## config.mk

```make
export PLATFORM = sky130hd
export DESIGN_NAME = freq_div_prog
export DESIGN_NICKNAME = d
export VERILOG_FILES = /design/src/rtl/freq_div_pkg.sv /design/src/rtl/freq_div_neg_retime.sv /design/src/rtl/freq_div_prog.sv
export SDC_FILE = /design/constraint.sdc
export NUM_CORES = 1
export LEC_CHECK = 0
export CAP_MARGIN = 10
export CORE_MARGIN = 1
export CORE_UTILIZATION = 48
export CTS_CLUSTER_SIZE = 16
export DETAILED_ROUTE_END_ITERATION = 7
export PLACE_DENSITY = 0.75
export SLEW_MARGIN = 30
export SYNTH_ARGS = -nofsm -noshare
export SYNTH_HDL_FRONTEND = slang
export SYNTH_SLANG_ARGS = --single-unit
```

## constraint.sdc

```tcl
create_clock -name clk_in -period 2.4 [get_ports clk_in]
set_clock_uncertainty 0.2 [all_clocks]
set_input_delay 0.36 -clock clk_in [delete_from_list [all_inputs] [get_ports clk_in]]
set_output_delay 0.36 -clock clk_in [all_outputs]
set_load 0.02 [all_outputs]
```

## src/rtl/freq_div_pkg.sv

```systemverilog
// Shared definitions for the programmable clock divider: FSM state
// encoding, reset divisor and smallest divisor that can be applied.
package freq_div_pkg;

    typedef enum logic [0:0] {
        STOPPED = 1'b0,
        RUNNING = 1'b1
    } fd_state_e;

    localparam int DEFAULT_DIV = 9;
    localparam int MIN_DIV     = 2;

endpackage

```

## src/rtl/freq_div_neg_retime.sv

```systemverilog
// Falling-edge retime flop. It delays the rising-edge duty signal by half
// an input period so that odd divisors can stretch the high phase.
module freq_div_neg_retime (
    input  logic clk_in,
    input  logic reset,
    input  logic d,
    output logic q
);

    // Sample d on the falling edge; reset seen here clears the output
    always_ff @(negedge clk_in) begin
        if (reset) begin
            q <= 1'b0;
        end else begin
            q <= d;
        end
    end

endmodule

```

## src/rtl/freq_div_prog.sv

```systemverilog
// Programmable integer clock divider with 50% duty for odd and even
// divisors. Divisor changes are queued and take effect only on a period
// boundary (or immediately while stopped), so the output never shows a
// runt pulse. Stopping is also deferred to the period boundary.
module freq_div_prog #(
    parameter int W           = 8,
    parameter int DEFAULT_DIV = freq_div_pkg::DEFAULT_DIV
) (
    input  logic         clk_in,
    input  logic         reset,
    input  logic         en,
    input  logic [W-1:0] div_val,
    input  logic         div_load,
    output logic         clk_out,
    output logic [W-1:0] div_active,
    output logic         load_pending,
    output logic         div_err
);

    import freq_div_pkg::*;

    localparam logic [W-1:0] DEF_DIV_W = W'(DEFAULT_DIV);
    localparam logic [W-1:0] MIN_DIV_W = W'(MIN_DIV);
    localparam logic [W-1:0] ONE_W     = W'(1);
    localparam logic [W-1:0] ZERO_W    = W'(0);

    fd_state_e    state_r,        state_next_s;
    logic [W-1:0] cnt_r,          cnt_next_s;
    logic         clk_pos_r,      clk_pos_next_s;
    logic [W-1:0] div_active_r,   div_active_next_s;
    logic [W-1:0] pending_r,      pending_next_s;
    logic         load_pending_r, load_pending_next_s;
    logic         div_err_r,      div_err_next_s;

    logic         clk_neg_s;
    logic         boundary_s;
    logic         load_ok_s;
    logic         load_bad_s;
    logic         apply_s;
    logic [W-1:0] cnt_inc_s;
    logic [W-1:0] half_div_s;

    // The boundary edge is the one on which the counter wraps to zero
    assign boundary_s = (state_r == RUNNING) && (cnt_r == (div_active_r - ONE_W));
    assign load_ok_s  = div_load && (div_val >= MIN_DIV_W);
    assign load_bad_s = div_load && (div_val <  MIN_DIV_W);
    // A queued divisor may only replace the active one between periods
    assign apply_s    = load_pending_r && ((state_r == STOPPED) || boundary_s);
    assign cnt_inc_s  = cnt_r + ONE_W;
    assign half_div_s = div_active_r >> 1;

    // Next-state logic for the run/stop FSM, period counter and duty flop
    always_comb begin
        state_next_s   = state_r;
        cnt_next_s     = cnt_r;
        clk_pos_next_s = clk_pos_r;
        case (state_r)
            STOPPED: begin
                if (en) begin
                    state_next_s   = RUNNING;
                    cnt_next_s     = ZERO_W;
                    clk_pos_next_s = 1'b1;
                end else begin
                    state_next_s   = STOPPED;
                    cnt_next_s     = ZERO_W;
                    clk_pos_next_s = 1'b0;
                end
            end
            RUNNING: begin
                if (boundary_s) begin
                    if (en) begin
                        // Every divisor is >= 2, so a new period always opens high
                        state_next_s   = RUNNING;
                        cnt_next_s     = ZERO_W;
                        clk_pos_next_s = 1'b1;
                    end else begin
                        state_next_s   = STOPPED;
                        cnt_next_s     = ZERO_W;
                        clk_pos_next_s = 1'b0;
                    end
                end else begin
                    state_next_s   = RUNNING;
                    cnt_next_s     = cnt_inc_s;
                    clk_pos_next_s = (cnt_inc_s < half_div_s);
                end
            end
            default: begin
                state_next_s   = STOPPED;
                cnt_next_s     = ZERO_W;
                clk_pos_next_s = 1'b0;
            end
        endcase
    end

    // Next-state logic for the active/pending divisors and load error pulse
    always_comb begin
        div_active_next_s   = div_active_r;
        pending_next_s      = pending_r;
        load_pending_next_s = load_pending_r;
        div_err_next_s      = load_bad_s;
        if (apply_s) begin
            div_active_next_s = pending_r;
        end else begin
            div_active_next_s = div_active_r;
        end
        // A load on the applying edge re-queues, so the set wins over the clear
        if (load_ok_s) begin
            pending_next_s      = div_val;
            load_pending_next_s = 1'b1;
        end else if (apply_s) begin
            pending_next_s      = pending_r;
            load_pending_next_s = 1'b0;
        end else begin
            pending_next_s      = pending_r;
            load_pending_next_s = load_pending_r;
        end
    end

    // Rising-edge state registers with synchronous reset taking priority
    always_ff @(posedge clk_in) begin
        if (reset) begin
            state_r        <= STOPPED;
            cnt_r          <= ZERO_W;
            clk_pos_r      <= 1'b0;
            div_active_r   <= DEF_DIV_W;
            pending_r      <= DEF_DIV_W;
            load_pending_r <= 1'b0;
            div_err_r      <= 1'b0;
        end else begin
            state_r        <= state_next_s;
            cnt_r          <= cnt_next_s;
            clk_pos_r      <= clk_pos_next_s;
            div_active_r   <= div_active_next_s;
            pending_r      <= pending_next_s;
            load_pending_r <= load_pending_next_s;
            div_err_r      <= div_err_next_s;
        end
    end

    freq_div_neg_retime u_neg_retime (
        .clk_in (clk_in),
        .reset  (reset),
        .d      (clk_pos_r),
        .q      (clk_neg_s)
    );

    // clk_out is an OR of two flops. clk_neg is low at every boundary, so the
    // parity select may change there without glitching the output.
    assign clk_out      = clk_pos_r | (div_active_r[0] & clk_neg_s);
    assign div_active   = div_active_r;
    assign load_pending = load_pending_r;
    assign div_err      = div_err_r;

endmodule

```

After elaboration in Yosys (flattened, before gate mapping). Index checks and enable logic that the tools add are counted.

Add/sub/neg operators: 2. Magnitude comparators: 3. Equality and inequality tests: 1. Mux-type cells: 9. Bitwise operators: 3. Reductions and logical operators: 6.

Operators with widths (count): $pmux 8 s2 (1); $add 8x1->8 const B (1); $eq 8x8->1 (1); $ge 8x2->1 const B (1); $lt 8x2->1 const B (1); $lt 8x7->1 (1); $mux 8 (1); $sub 8x1->8 const B (1); $mux 1 (5); $logic_and 1x1->1 (4); $pmux 1 s2 (2); $reduce_bool 2->1 (1); $and 1x1->1 (1); $logic_or 1x1->1 (1); $not 1->1 (1); $or 1x1->1 (1).

Flip-flop bits (word level): 29. Input bits: 12. Output and inout port bits: 11. Word-level logic and storage cells: 32.

Logic depth before layout (Yosys ltp). Gate-level depths: netlist (run 1).

Word-level depth: 7. Mapped depth: 9. Gate-level depth less buffers: 8.

Hierarchy. A second synthesis (run 1) with hierarchy kept.

Cells, all modules: 178. Area, all modules: 1604.0 um2.

Modules (own cells, without submodules): freq_div_prog (instances 1, cells an instance 175, area each 1566.5 um2, seq. area each 560.5 um2); freq_div_neg_retime (instances 1, cells an instance 3, area each 37.5 um2, seq. area each 20.0 um2).

==> flow_metrics.py, run 1 <==
metrics = {
    "clocking": {
        "htreeDepth": 2,
        "cts_tree": "done",
        "clockBufferDepth": 2,
        "clock_sinks": 29,
        "clkTransAtPathRegs_ns": 0.10,
        "numCtsBuffers": 5,
        "ctsHoldBuffers": 0,
        "clk_latency_ns": 0.35,
        "root_buffer": "clkbuf_4",
    },
    "worst_setup_path": {
        "crit_fanout": 1,
        "crit_path_start_kind": "flip-flop",
        "reg2reg_from": "div_active[1]",
        "critPathCaptureType": "primary output",
        "crit_arrival_ns": 2.16,
        "rr_endpoint": "div_active[2]",
        "r2r_slack_ns": -0.10,
        "critPathRequiredTime_ns": 1.84,
        "r2r.worst_path.cells": 9,
        "criticalPathCategory": "reg2out",
    },
    "finish": {
        "final_common_cell": "dfxtp_1",
        "multi_input_area_sq_um": 935,
        "layout_common_cells": "dfxtp_1 (27), clkdlybuf4s50_1 (21), nand2_1 (20)",
        "drive_gt1_share_pct": 20.2,
        "nets": 232,
        "num_antenna_cells": 0,
        "final_cell_area_sq_mm": 0.00204,
        "fill_cells": 246,
        "syn_to_final_growth_pct": 33.9,
        "layout.cells.non_filler": 257,
        "ff_latch_area_sq_um": 588,
    },
    "synthesis": {
        "synth_cells": 178,
        "syn_nets": 198,
        "ys_seq_area_share_pct": 38.1,
        "syn_area_sq_mm": 0.00152,
        "syn_avg_cell_area_sq_um": 8.55,
        "ys_ff_latch": 29,
        "yosys_warnings": 0,
        "yosysUniqueCellTypes": 35,
    },
    "status": {
        "violations": "negative setup slack",
        "outcome": "finished, violations left",
    },
    "floorplan": {
        "core_sq_mm": 0.00303,
        "die_area_sq_mm": 0.00340,
        "placementRows": 20,
        "io_pins": 23,
        "start_util_pct": 50.3,
        "die-height_um": 58.3,
        "die_w_um": 58.3,
    },
    "pwr": {
        "power_leakage_uw": 0.000779,
        "irDropWorstVdd_uv": 370,
        "p_per_area_mw_per_mm2": 558,
    },
    "route": {
        "final_antenna_net_count": 0,
        "vias_per_cell": 5.39,
        "drt_pre_antenna_iters": 4,
        "drtIter0Drc": 64,
        "drc_errors": 0,
        "wl_um": 3580,
        "num_vias": 1385,
        "wire_per_inst_um": 13.9,
    },
    "place": {
        "place_inst": 247,
        "postPlaceCellArea_sq_mm": 0.00184,
        "gp_congestion": 0.793,
        "io_buffers": 22,
        "hpwl_um": 2550,
    },
    "sta": {
        "worst_slew_pin_slew_ns": 0.400,
        "drv_slew": 0,
        "tns_ns": -0.651,
        "hold_viol_final": 0,
        "grt_setup_unrepaired": "yes",
        "setup_violations": 8,
        "setup_ws_ns": -0.324,
        "fin_hold_ws_ns": 0.267,
        "max_slew_margin_pct": 73.1,
    },
    "grt": {
        "grt_pass1_wl_um": 5780,
        "antenna_found_initial": 0,
        "grt_max_degree": 18,
        "grt-ovfl-total": 0,
        "track_usage_pct": 22.7,
        "grt_pass1_vias": 1307,
    },
    "worst_hold_path": {
        "hp-class": "reg2reg",
        "holdPathStages": 2,
        "hold_start": "pending_r[6]",
        "min_to": "pending_r[6]",
    },
    "run": {
        "maxCapViolations": 0,
    },
}
how the worst max path moves through the flow:
stage	startpoint	endpoint	slack, ns
3_3_place_gp	u_neg_retime.q	clk_out	-0.33
6_report	u_neg_retime.q	clk_out	-0.32
3_5_place_dp	u_neg_retime.q	clk_out	-0.34
4_1_cts	u_neg_retime.q	clk_out	-0.34
5_1_grt	u_neg_retime.q	clk_out	-0.38
2_1_floorplan	div_active[0]	div_active[3]	0.02
area by class of cell:
type / instances / share of cell area [%]
Clock buffer: 6 / 3.07
Clock inverter: 3 / 0.921
Inverter: 13 / 2.39
Multi-Input combinational cell: 128 / 45.9
Sequential cell: 29 / 28.9
Tap cell: 44 / 2.70
Timing Repair Buffer: 34 / 16.2
logic make-up (layout without fill, tap and decap cells):
group / Yosys count / in the layout / synth area share (%)
and+or+nand+nor: 64 / 64 / 21.6
DFF: 29 / 29 / 38.1
xor gates and xnor gates: 14 / 14 / 8.05
adders and majority gates: 8 / 8 / 6.57
buffers and inverters: 21 / 56 / 6.33
AOI/OAI and AO/OA: 41 / 41 / 18.7
muxes: 1 / 1 / 0.657
layer usage:
| metal | vias up | GRT usage [%] | routed length, um |
|---|---|---|---|
| li1 | 688 | - | - |
| met1 | 648 | 26.4 | 1490 |
| met2 | 42 | 38.6 | 1870 |
| met3 | 7 | 4.84 | 150 |
| met4 | 0 | 12.9 | 72 |
| met5 | - | 0 | 0 |
through the flow:
stage                     setup WS, ns  util [%]  power [uW]
after global placement          -0.333      60.7         716
after CTS                       -0.339      64.4        1120
after floorplan                 0.0236         -         653
after detailed placement        -0.340      60.7         723
final                           -0.324      67.3        1140
after global routing            -0.375      67.3        1190
state kept, by name (all words and copies together), names as in the netlist:
name and flops:
clk_pos_r 1, cnt_r 8, div_active 8, div_err 1, load_pending 1, pending_r 8, state_r 1, u_neg_retime.q 1
worst max-delay path, cell delays in order, from the launching register on:
cell,delay [ns]
dfxtp_1,0.29
a21o_1,0.15
buf_6,0.13
report_power, final:
| part | internal, uW | switching (uW) |
|---|---|---|
| combinational | 115 | 115 |
| clock | 182 | 207 |
| sequential | 501 | 17.2 |
| total | 798 | 339 |
synthesized netlist by cell type (all sizes together):
cell type  number  area share (%)
a221o           2             1.3
nor3b           2            0.99
and3            2            0.82
inv            14             3.5
nor4            1            0.41
xor2            5             2.9
o2111ai         1            0.58
nor2b           7             2.9
nand3b          8             3.9
xnor2           9             5.2
ha              8             6.6
nor3            3             1.3
a21o            2            0.99
clkbuf          3            0.74
nand2          20             4.9
a31oi           1            0.41
o21a            2            0.99
nand4           3             1.2
dfxtp          29              38
a22oi           1            0.49
a211oi          1            0.49
buf             4             2.1
nor2           10             2.5
mux2i           1            0.66
a41oi           3             2.2
o21ai          11             3.6
a21oi          14             4.6
nand3           8             2.6
a2111oi         1             1.8
a21boi          1            0.49
o21ba           1            0.66
repair_timing:
action                                  4_1_cts  5_1_grt
cloned                                        1        0
buffers inserted                              1        0
gates resized for setup                      16       22
pin swaps                                     5        6
endpoints found under the setup margin       11       20
endpoints found under the hold margin         0        0
Note: power is estimated with default switching activity, not from simulation.
==> run 2: changes to the inputs <==
--- a/config.mk
+++ b/config.mk
@@ -11,6 +11,7 @@
 export CTS_CLUSTER_SIZE = 16
 export DETAILED_ROUTE_END_ITERATION = 7
 export PLACE_DENSITY = 0.75
+export SETUP_SLACK_MARGIN = 0.02
 export SLEW_MARGIN = 30
 export SYNTH_ARGS = -nofsm -noshare
 export SYNTH_HDL_FRONTEND = slang
==> run 2 against run 1 <==
The flow still finishes with violations (negative setup slack). Non-clock buffer count is the same. Clock-buffer cell count is the same. Cell area grew 0.12%. First-iteration DRC count shrank 4.7%. Global-route usage is the same. Utilization grew 0.083 points. Via count is the same. Clock power is essentially flat. Total power grew 0.26%. Die area is the same. Sequential share of layout area is essentially flat. Critical endpoint unchanged.
==> flow_metrics.py, run 2 (synthesized netlist as in run 1, its figures left out) <==
metrics = {
    "run": {
        "maxCapViolations": 0,
    },
    "place": {
        "postPlaceCellArea_sq_mm": 0.00184,
        "io_buffers": 22,
        "hpwl_um": 2550,
        "gp_congestion": 0.793,
        "place_ws_ns": -0.340,
    },
    "clocking": {
        "root_buffer": "clkbuf_4",
        "clkTransAtPathRegs_ns": 0.10,
        "cts_tree": "done",
        "ctsHoldBuffers": 0,
        "htreeDepth": 2,
        "clock_sinks": 29,
        "clockBufferDepth": 2,
        "clk_latency_ns": 0.35,
        "numCtsBuffers": 5,
    },
    "finish": {
        "final_cell_area_sq_mm": 0.00204,
        "fill_cells": 245,
        "final_common_cell": "dfxtp_1",
        "nets": 232,
        "num_antenna_cells": 0,
        "syn_to_final_growth_pct": 34.0,
        "drive_gt1_share_pct": 20.7,
        "layout_common_cells": "dfxtp_1 (27), clkdlybuf4s50_1 (21), nand2_1 (19)",
        "post-route-util_pct": 67.4,
    },
    "worst_hold_path": {
        "holdPathStages": 2,
        "min_to": "pending_r[6]",
        "hp-class": "reg2reg",
        "hold_start": "pending_r[6]",
    },
    "grt": {
        "track_usage_pct": 22.7,
        "antenna_found_initial": 0,
        "grt-ovfl-total": 0,
        "grt_pass1_wl_um": 5780,
        "grt_pass1_vias": 1307,
        "grt_max_degree": 18,
    },
    "status": {
        "outcome": "finished, violations left",
        "violations": "negative setup slack",
    },
    "floorplan": {
        "placementRows": 20,
        "core_sq_mm": 0.00303,
        "die_area_sq_mm": 0.00340,
        "io_pins": 23,
        "die-height_um": 58.3,
        "start_util_pct": 50.3,
        "die_w_um": 58.3,
    },
    "worst_setup_path": {
        "critPathRequiredTime_ns": 1.84,
        "r2r.worst_path.cells": 9,
        "r2r_slack_ns": -0.10,
        "reg2reg_from": "div_active[1]",
        "crit_start": "u_neg_retime.q",
        "critPathCaptureType": "primary output",
        "crit_fanout": 1,
        "rr_endpoint": "div_active[2]",
        "crit_path_start_kind": "flip-flop",
        "crit_arrival_ns": 2.17,
        "criticalPathCategory": "reg2out",
    },
    "sta": {
        "grt_setup_unrepaired": "yes",
        "hold_viol_final": 0,
        "drv_slew": 0,
        "setup_violations": 8,
        "max_slew_margin_pct": 73.0,
        "setup_ws_ns": -0.325,
        "worst_slew_pin_slew_ns": 0.400,
    },
    "route": {
        "drtIter0Drc": 61,
        "drt_pre_antenna_iters": 4,
        "num_vias": 1385,
        "vias_per_cell": 5.39,
        "drc_errors": 0,
        "final_antenna_net_count": 0,
        "wl_um": 3640,
        "wire_per_inst_um": 14.2,
    },
    "pwr": {
        "p_per_area_mw_per_mm2": 559,
        "irDropWorstVdd_uv": 371,
        "total_power_uw": 1140,
        "power_leakage_uw": 0.000779,
    },
}
==> run 2: how the worst max path moves through the flow <==
stage	to	slack [ns]	cells past startpoint
after detailed placement	clk_out	-0.34	2
after global routing	clk_out	-0.38	2
after CTS	clk_out	-0.34	2
after floorplan	div_active[3]	0.02	9
final	clk_out	-0.33	2
after global placement	clk_out	-0.33	2
==> run 2: repair_timing <==
item                                    in CTS  in global routing
pin swaps                                    5                  6
gates resized for setup                     16                 23
gates cloned                                 1                  0
endpoints found under the setup margin      11                 20
setup buffers                                1                  0
==> run 2: metal layers <==
layer  part of all wire (%)  track usage [%]  vias up
met1                     42             26.4      650
met2                     52             38.6       39
met4                    1.9             12.9        0
met3                    3.7             4.84        8
met5                      0                0        -
li1                       -                -      688
==> run 2: through the flow <==
stage               cells  hold WS [ns]  setup TNS (ns)
finish                257         0.265          -0.683
global route          257         0.292           -1.74
CTS                   257         0.267          -0.804
global placement      247         0.249          -0.345
floorplan             178         0.236               0
detailed placement    247         0.253          -0.722
==> run 2: final cells by class <==
cell class | count | area, sq um | area share, %
clock buffers | 6 | 62.6 | 3.07
clock inverters | 3 | 18.8 | 0.920
inverters | 13 | 48.8 | 2.39
multi-input cells | 128 | 937 | 45.9
flip-flops and latches | 29 | 588 | 28.8
well taps | 44 | 55.1 | 2.70
repair buffers | 34 | 330 | 16.2
==> run 2: worst max-delay path, cell delays in order (launching register included) <==
cell and delay [ns]:
dfxtp_1 0.29, a21o_1 0.15, buf_6 0.13
==> run 2: report_power, final <==
part / leakage [uW] / switching [uW] / total, uW / internal (uW)
Clock: 0.0000492 / 208 / 390 / 182
Combinational: 0.000492 / 116 / 231 / 115
Sequential: 0.000238 / 17.3 / 518 / 501
